===== src/rtl/cu_sequencer.sv =====
// cu_sequencer: multi-cycle control sequencer for a LEGv8-style datapath.
// Holds the IR and the 4-bit state register and picks the class decoder's
// control word, k_mux and next state. It stalls on mem_ready and halts on
// an illegal opcode.
// Ports: clock, reset_n (async, active low), instr_in, mem_ready,
//   cw_*/ns_*/km_* (class decoder outputs), IR, state, controlWord,
//   k_mux, halted, instr_count, cycle_count.
// Build option: define CU_PERF_CNT_EN to enable the retire and cycle
//   counters. Without it, both count ports are tied to zero.
module cu_sequencer #(
    parameter int         CUL      = 35,
    parameter logic [1:0] FETCH_CS = 2'b01
) (
    input  logic         clock,
    input  logic         reset_n,
    input  logic [31:0]  instr_in,
    input  logic         mem_ready,
    input  logic [CUL:0] cw_imm,
    input  logic [CUL:0] cw_reg,
    input  logic [CUL:0] cw_mem,
    input  logic [CUL:0] cw_br,
    input  logic [3:0]   ns_imm,
    input  logic [3:0]   ns_reg,
    input  logic [3:0]   ns_mem,
    input  logic [3:0]   ns_br,
    input  logic [2:0]   km_imm,
    input  logic [2:0]   km_reg,
    input  logic [2:0]   km_mem,
    input  logic [2:0]   km_br,
    output logic [31:0]  IR,
    output logic [3:0]   state,
    output logic [CUL:0] controlWord,
    output logic [2:0]   k_mux,
    output logic         halted,
    output logic [31:0]  instr_count,
    output logic [31:0]  cycle_count
);

    typedef enum logic [3:0] {
        S_FETCH = 4'b0000,
        S_EX0   = 4'b0001,
        S_EX1   = 4'b0010,
        S_EX2   = 4'b0011,
        S_HALT  = 4'b1111
    } state_t;

    state_t       r_state;
    state_t       w_next;
    logic [31:0]  r_ir;
    logic         r_halted;
    logic         w_ir_load;
    logic         w_is_imm;
    logic         w_is_br;
    logic         w_is_reg;
    logic         w_is_mem;
    logic         w_illegal;
    logic [CUL:0] w_sel_cw;
    logic [3:0]   w_sel_ns;
    logic [2:0]   w_sel_km;
`ifdef CU_PERF_CNT_EN
    logic         w_retire;
    logic [31:0]  r_instr_cnt;
    logic [31:0]  r_cycle_cnt;
`endif

    // These opcode classes do not overlap, so at most one flag is set.
    assign w_is_imm  = (r_ir[28:26] == 3'b100);
    assign w_is_br   = (r_ir[28:26] == 3'b101);
    assign w_is_reg  = (r_ir[27:25] == 3'b101);
    assign w_is_mem  = r_ir[27] & ~r_ir[25];
    assign w_illegal = ~(w_is_imm | w_is_br | w_is_reg | w_is_mem);

    always_comb begin
        w_sel_cw = cw_imm;
        w_sel_ns = ns_imm;
        w_sel_km = km_imm;
        if (w_is_br) begin
            w_sel_cw = cw_br;
            w_sel_ns = ns_br;
            w_sel_km = km_br;
        end else if (w_is_reg) begin
            w_sel_cw = cw_reg;
            w_sel_ns = ns_reg;
            w_sel_km = km_reg;
        end else if (w_is_mem) begin
            w_sel_cw = cw_mem;
            w_sel_ns = ns_mem;
            w_sel_km = km_mem;
        end
    end

    always_comb begin
        w_next      = r_state;
        w_ir_load   = 1'b0;
        controlWord = '0;
        k_mux       = 3'b000;
`ifdef CU_PERF_CNT_EN
        w_retire    = 1'b0;
`endif
        case (r_state)
            S_FETCH: begin
                controlWord[9]     = 1'b1;
                controlWord[13:12] = FETCH_CS;
                controlWord[5]     = 1'b1;
                if (mem_ready) begin
                    w_ir_load = 1'b1;
                    w_next    = S_EX0;
                end
            end
            S_EX0, S_EX1, S_EX2: begin
                if (w_illegal) begin
                    w_next = S_HALT;
                end else begin
                    controlWord = w_sel_cw;
                    k_mux       = w_sel_km;
                    if (w_sel_cw[13:12] != 2'b00 && !mem_ready) begin
                        // While the access is outstanding, suppress any
                        // architectural update. mem_write_en stays asserted.
                        controlWord[15]  = 1'b0;
                        controlWord[8]   = 1'b0;
                        controlWord[1:0] = 2'b00;
                    end else begin
                        case (w_sel_ns)
                            4'b0010: w_next = S_EX1;
                            4'b0011: w_next = S_EX2;
                            default: begin
                                w_next   = S_FETCH;
`ifdef CU_PERF_CNT_EN
                                w_retire = 1'b1;
`endif
                            end
                        endcase
                    end
                end
            end
            S_HALT: w_next = S_HALT;
            default: w_next = S_FETCH;
        endcase
    end

    always_ff @(posedge clock or negedge reset_n) begin
        if (!reset_n) begin
            r_state  <= S_FETCH;
            r_ir     <= '0;
            r_halted <= 1'b0;
        end else begin
            r_state <= w_next;
            if (w_ir_load) r_ir <= instr_in;
            if (w_next == S_HALT) r_halted <= 1'b1;
        end
    end

`ifdef CU_PERF_CNT_EN
    always_ff @(posedge clock or negedge reset_n) begin
        if (!reset_n) begin
            r_instr_cnt <= '0;
            r_cycle_cnt <= '0;
        end else begin
            if (w_retire) r_instr_cnt <= r_instr_cnt + 32'd1;
            if (r_state != S_HALT) r_cycle_cnt <= r_cycle_cnt + 32'd1;
        end
    end

    assign instr_count = r_instr_cnt;
    assign cycle_count = r_cycle_cnt;
`else
    assign instr_count = 32'h0;
    assign cycle_count = 32'h0;
`endif

    assign IR     = r_ir;
    assign state  = r_state;
    assign halted = r_halted;

endmodule


===== config.mk =====
export PLATFORM = sky130hd
export DESIGN_NAME = cu_sequencer
export DESIGN_NICKNAME = d
export VERILOG_FILES = /design/src/rtl/cu_sequencer.sv
export SDC_FILE = /design/constraint.sdc
export NUM_CORES = 1
export LEC_CHECK = 0
export BUFFER_PORTS_ARGS = -buffer_cell sky130_fd_sc_hd__buf_2
export CAP_MARGIN = 25
export CORE_AREA = 8 8 128 130
export DETAILED_ROUTE_END_ITERATION = 12
export DIE_AREA = 0 0 136 138
export MAX_ROUTING_LAYER = met4
export PLACE_DENSITY = 0.67
export SLEW_MARGIN = 20
export SYNTH_ARGS = -nofsm -noshare
export SYNTH_HDL_FRONTEND = slang
export SYNTH_SLANG_ARGS = --single-unit

===== constraint.sdc =====
create_clock -name clock -period 2 [get_ports clock]
set_input_delay 0.2 -clock clock [delete_from_list [all_inputs] [get_ports clock]]
set_output_delay 0.2 -clock clock [all_outputs]
set_load 0.05 [all_outputs]

==> impl_metrics.tcl <==
set metrics [dict create \
    fin_area_um2 6210 \
    syn2layout_area_growth_pct 79.8 \
    grt_pass1_wl_um 22600 \
    skew_ns 0.00796 \
    violations "negative setup slack" \
    reg2reg_slack_ns -0.03 \
    setup_tns_ns -6.80 \
    track_usage_pct 15.5 \
    ys_ff_latch 37 \
    min_to "IR[6]" \
    dp_slack_ns -0.0128 \
    wirelength_um 15900 \
    p_int_mw 1.55 \
    max-slew-margin-rel_pct 59.4 \
    p_sw_share_pct 31.6 \
    endpoint_kind "primary output" \
    first_pass_iters 6 \
    fin_util_pct 43.4 \
    pwr-share-clk_pct 38.7 \
    root_buffer "clkbuf_16" \
    start_kind "flip-flop" \
    place_inst 877 \
    drc 0 \
    crit_type "flip-flop to primary output" \
    die-width_um 136 \
    maxCapViolations 0 \
    slew_viol_final 0 \
    layout.nets 919 \
    seqPwrFrac_pct 33.1 \
    cpMostUsedCell "buf_12" \
    period_share_pct 112 \
    hold_path_depth 2 \
    worst_pin_slew_ns 0.608 \
    period_needed_ns 2.24 \
    switching_power_mw 0.715 \
    wire_per_inst_um 17.7 \
    drt_iter0_markers 113 \
    r2r_start "IR[27]" \
    synth_area_um2 3460 \
    clock_path_buffers 2 \
    p_total_mw 2.26 \
    antenna_cells 0 \
    avgSynthCellArea_um2 8.45 \
    setup_violations 40 \
    yosysSeqAreaShare_pct 26.8 \
    path_cells "buf_12, nand2b_4, buf_6, mux2i_1, a211oi_1, a21oi_1, nor2_4, buf_12" \
    cp_max_fo 8 \
    whs_ns 0.141 \
    drive_gt1_share_pct 63.0 \
    vdd_ir_drop_max_mv 0.920 \
    start_util_pct 24.1 \
    ff2ff_path_depth 7 \
    p_leak_nw 3.33 \
    clk_latency_ns 0.29 \
    cts_tree "done" \
    dp_hpwl_um 12900 \
    die_area_um2 18800 \
    max_freq_ghz 0.447 \
    die_y_um 138 \
    antenna_left 0 \
    combPwrFrac_pct 28.2 \
    status "finished with violations" \
    crit_family "flip-flops" \
    clkTransAtPathRegs_ns 0.06 \
    worst_ep_arrival_time_ns 2.04 \
    worstPathRequired_ns 1.80 \
    clock-sinks 37 \
    slowest_delay_ns 0.47 \
    numCtsBuffers 5 \
    rsz0062_at_grt "yes" \
    core_area_um2 14300 \
    hp-class "primary input to flip-flop" \
    io_buffer_count 282 \
    grt_overflow 0 \
    place_congestion 0.802 \
    yosysWarnings 0 \
    power_density_nw_per_um2 364 \
    hp-start "instr_in[6]" \
    ys_types 38 \
    place_area_um2 5490 \
    reg2reg_to "state[0]" \
    stdcell_count 897 \
    ioPinCount 347 \
    fin_ws_ns -0.235 \
    grt_pass1_vias 4214 \
    vias 3984 \
    grt_antenna_before_repair 0 \
    critPathBufInv 3 \
    rows 44 \
    crit_path_top_delay_cell "dfrtp_2" \
    avgViaCountPerCell 4.44 \
    grt_max_degree 36 \
    finalHoldViolCount 0 \
    h-tree-depth 2 \
    netlist_instances 409 \
]
-- cells in the final DEF, fill, tap and decap left out, types with 6 or more instances in the layout --
cell type	instances
buf_2	243
conb_1	64
nor2_1	43
nor2_4	37
dfrtp_1	32
mux2_2	32
buf_6	32
mux2i_1	31
a21oi_1	30
a211oi_1	28
buf_4	27
buf_12	14
a21oi_2	10
a211oi_2	10
clkbuf_16	7
buf_8	6
-- synth_stat cells (all sizes together) --
master	instances	area, um^2
a211oi	38	285
a21boi	1	11.3
a21oi	40	200
a22oi	1	7.51
a2bb2oi	1	15.0
a311o	1	10.0
a31oi	2	12.5
a32o	2	20.0
and3b	2	17.5
buf	84	602
clkbuf	11	41.3
conb	1	3.75
dfrtp	37	926
inv	1	3.75
mux2	32	360
mux2i	37	370
nand2	2	7.51
nand2b	3	18.8
nand3	3	15.0
nand3b	2	15.0
nand4	1	6.26
nand4bb	2	22.5
nor2	80	300
nor2b	3	18.8
nor3	1	5.00
nor3b	2	15.0
nor4b	1	8.76
o2111a	1	11.3
o2111ai	1	15.0
o21ai	8	40.0
o221ai	2	30.0
o22ai	1	6.26
o31ai	2	15.0
or2	3	18.8
-- cell type report --
cell class              instances  area [um^2]
fillers                      1400         8100
well taps                     184          230
repair buffers                327         2260
inverters                       1         3.75
clock inverters                 2         35.0
flip-flops and latches         37          932
multi-input cells             340         2620
clock buffers                   6          129
-- routing by layer --
layer | share of wire, % | global-route usage, % | wire length [um] | vias to the layer above
met5 | 0 | - | 0 | -
met4 | 0.86 | 3.18 | 137 | 0
met3 | 8.5 | 3.48 | 1340 | 9
met2 | 53 | 28.1 | 8340 | 202
met1 | 38 | 16.8 | 6040 | 1838
li1 | - | - | - | 1935
-- logic make-up after synthesis --
logic type             count (synthesis)  share of synthesized area (%)
AOI/OAI and AO/OA                    101                           19.7
other                                  1                          0.109
DFF                                   37                           26.8
and+or+nand+nor                      105                           13.6
buffers and inverters                 96                           18.7
muxes                                 69                           21.1
-- power groups by stage --
stage                     logic, mW  clock network (mW)  registers [mW]
after global routing          0.676               0.914           0.749
after detailed placement      0.605                   0           0.762
after CTS                     0.617               0.890           0.749
after floorplan               0.464                   0           0.762
after global placement        0.601                   0           0.762
final                         0.638               0.877           0.749
-- registers in the layout, indices dropped and copies added (netlist names) --
signal,count
IR,32
halted,1
state,4
-- repair_timing --
item | CTS | global route
setup buffers | 6 | 1
cloned | 2 | 2
endpoints found under the hold margin | 26 | 0
endpoints found under the setup margin | 39 | 41
gates resized for setup | 82 | 27
hold buffers | 1 | 0
pin swaps | 2 | 6
-- worst register-to-register path, delay by kind of cell (launching register included) --
family	cells	cell delay (ns)
DFF	1	0.47
and+or+nand+nor	1	0.23
buffers and inverters	3	0.46
AOI/OAI and AO/OA	3	0.75
-- how the worst max path moves through the flow --
stage / from / to / slack (ns) / cells past startpoint
3_3_place_gp: IR[25] / controlWord[24] / -0.01 / 7
5_1_grt: IR[27] / controlWord[1] / -0.32 / 7
4_1_cts: IR[27] / controlWord[1] / -0.24 / 7
2_1_floorplan: IR[25] / controlWord[24] / -0.1 / 9
3_5_place_dp: IR[26] / controlWord[15] / -0.01 / 7
6_report: IR[27] / k_mux[2] / -0.24 / 8
Note: power is estimated with default switching activity, not from simulation.
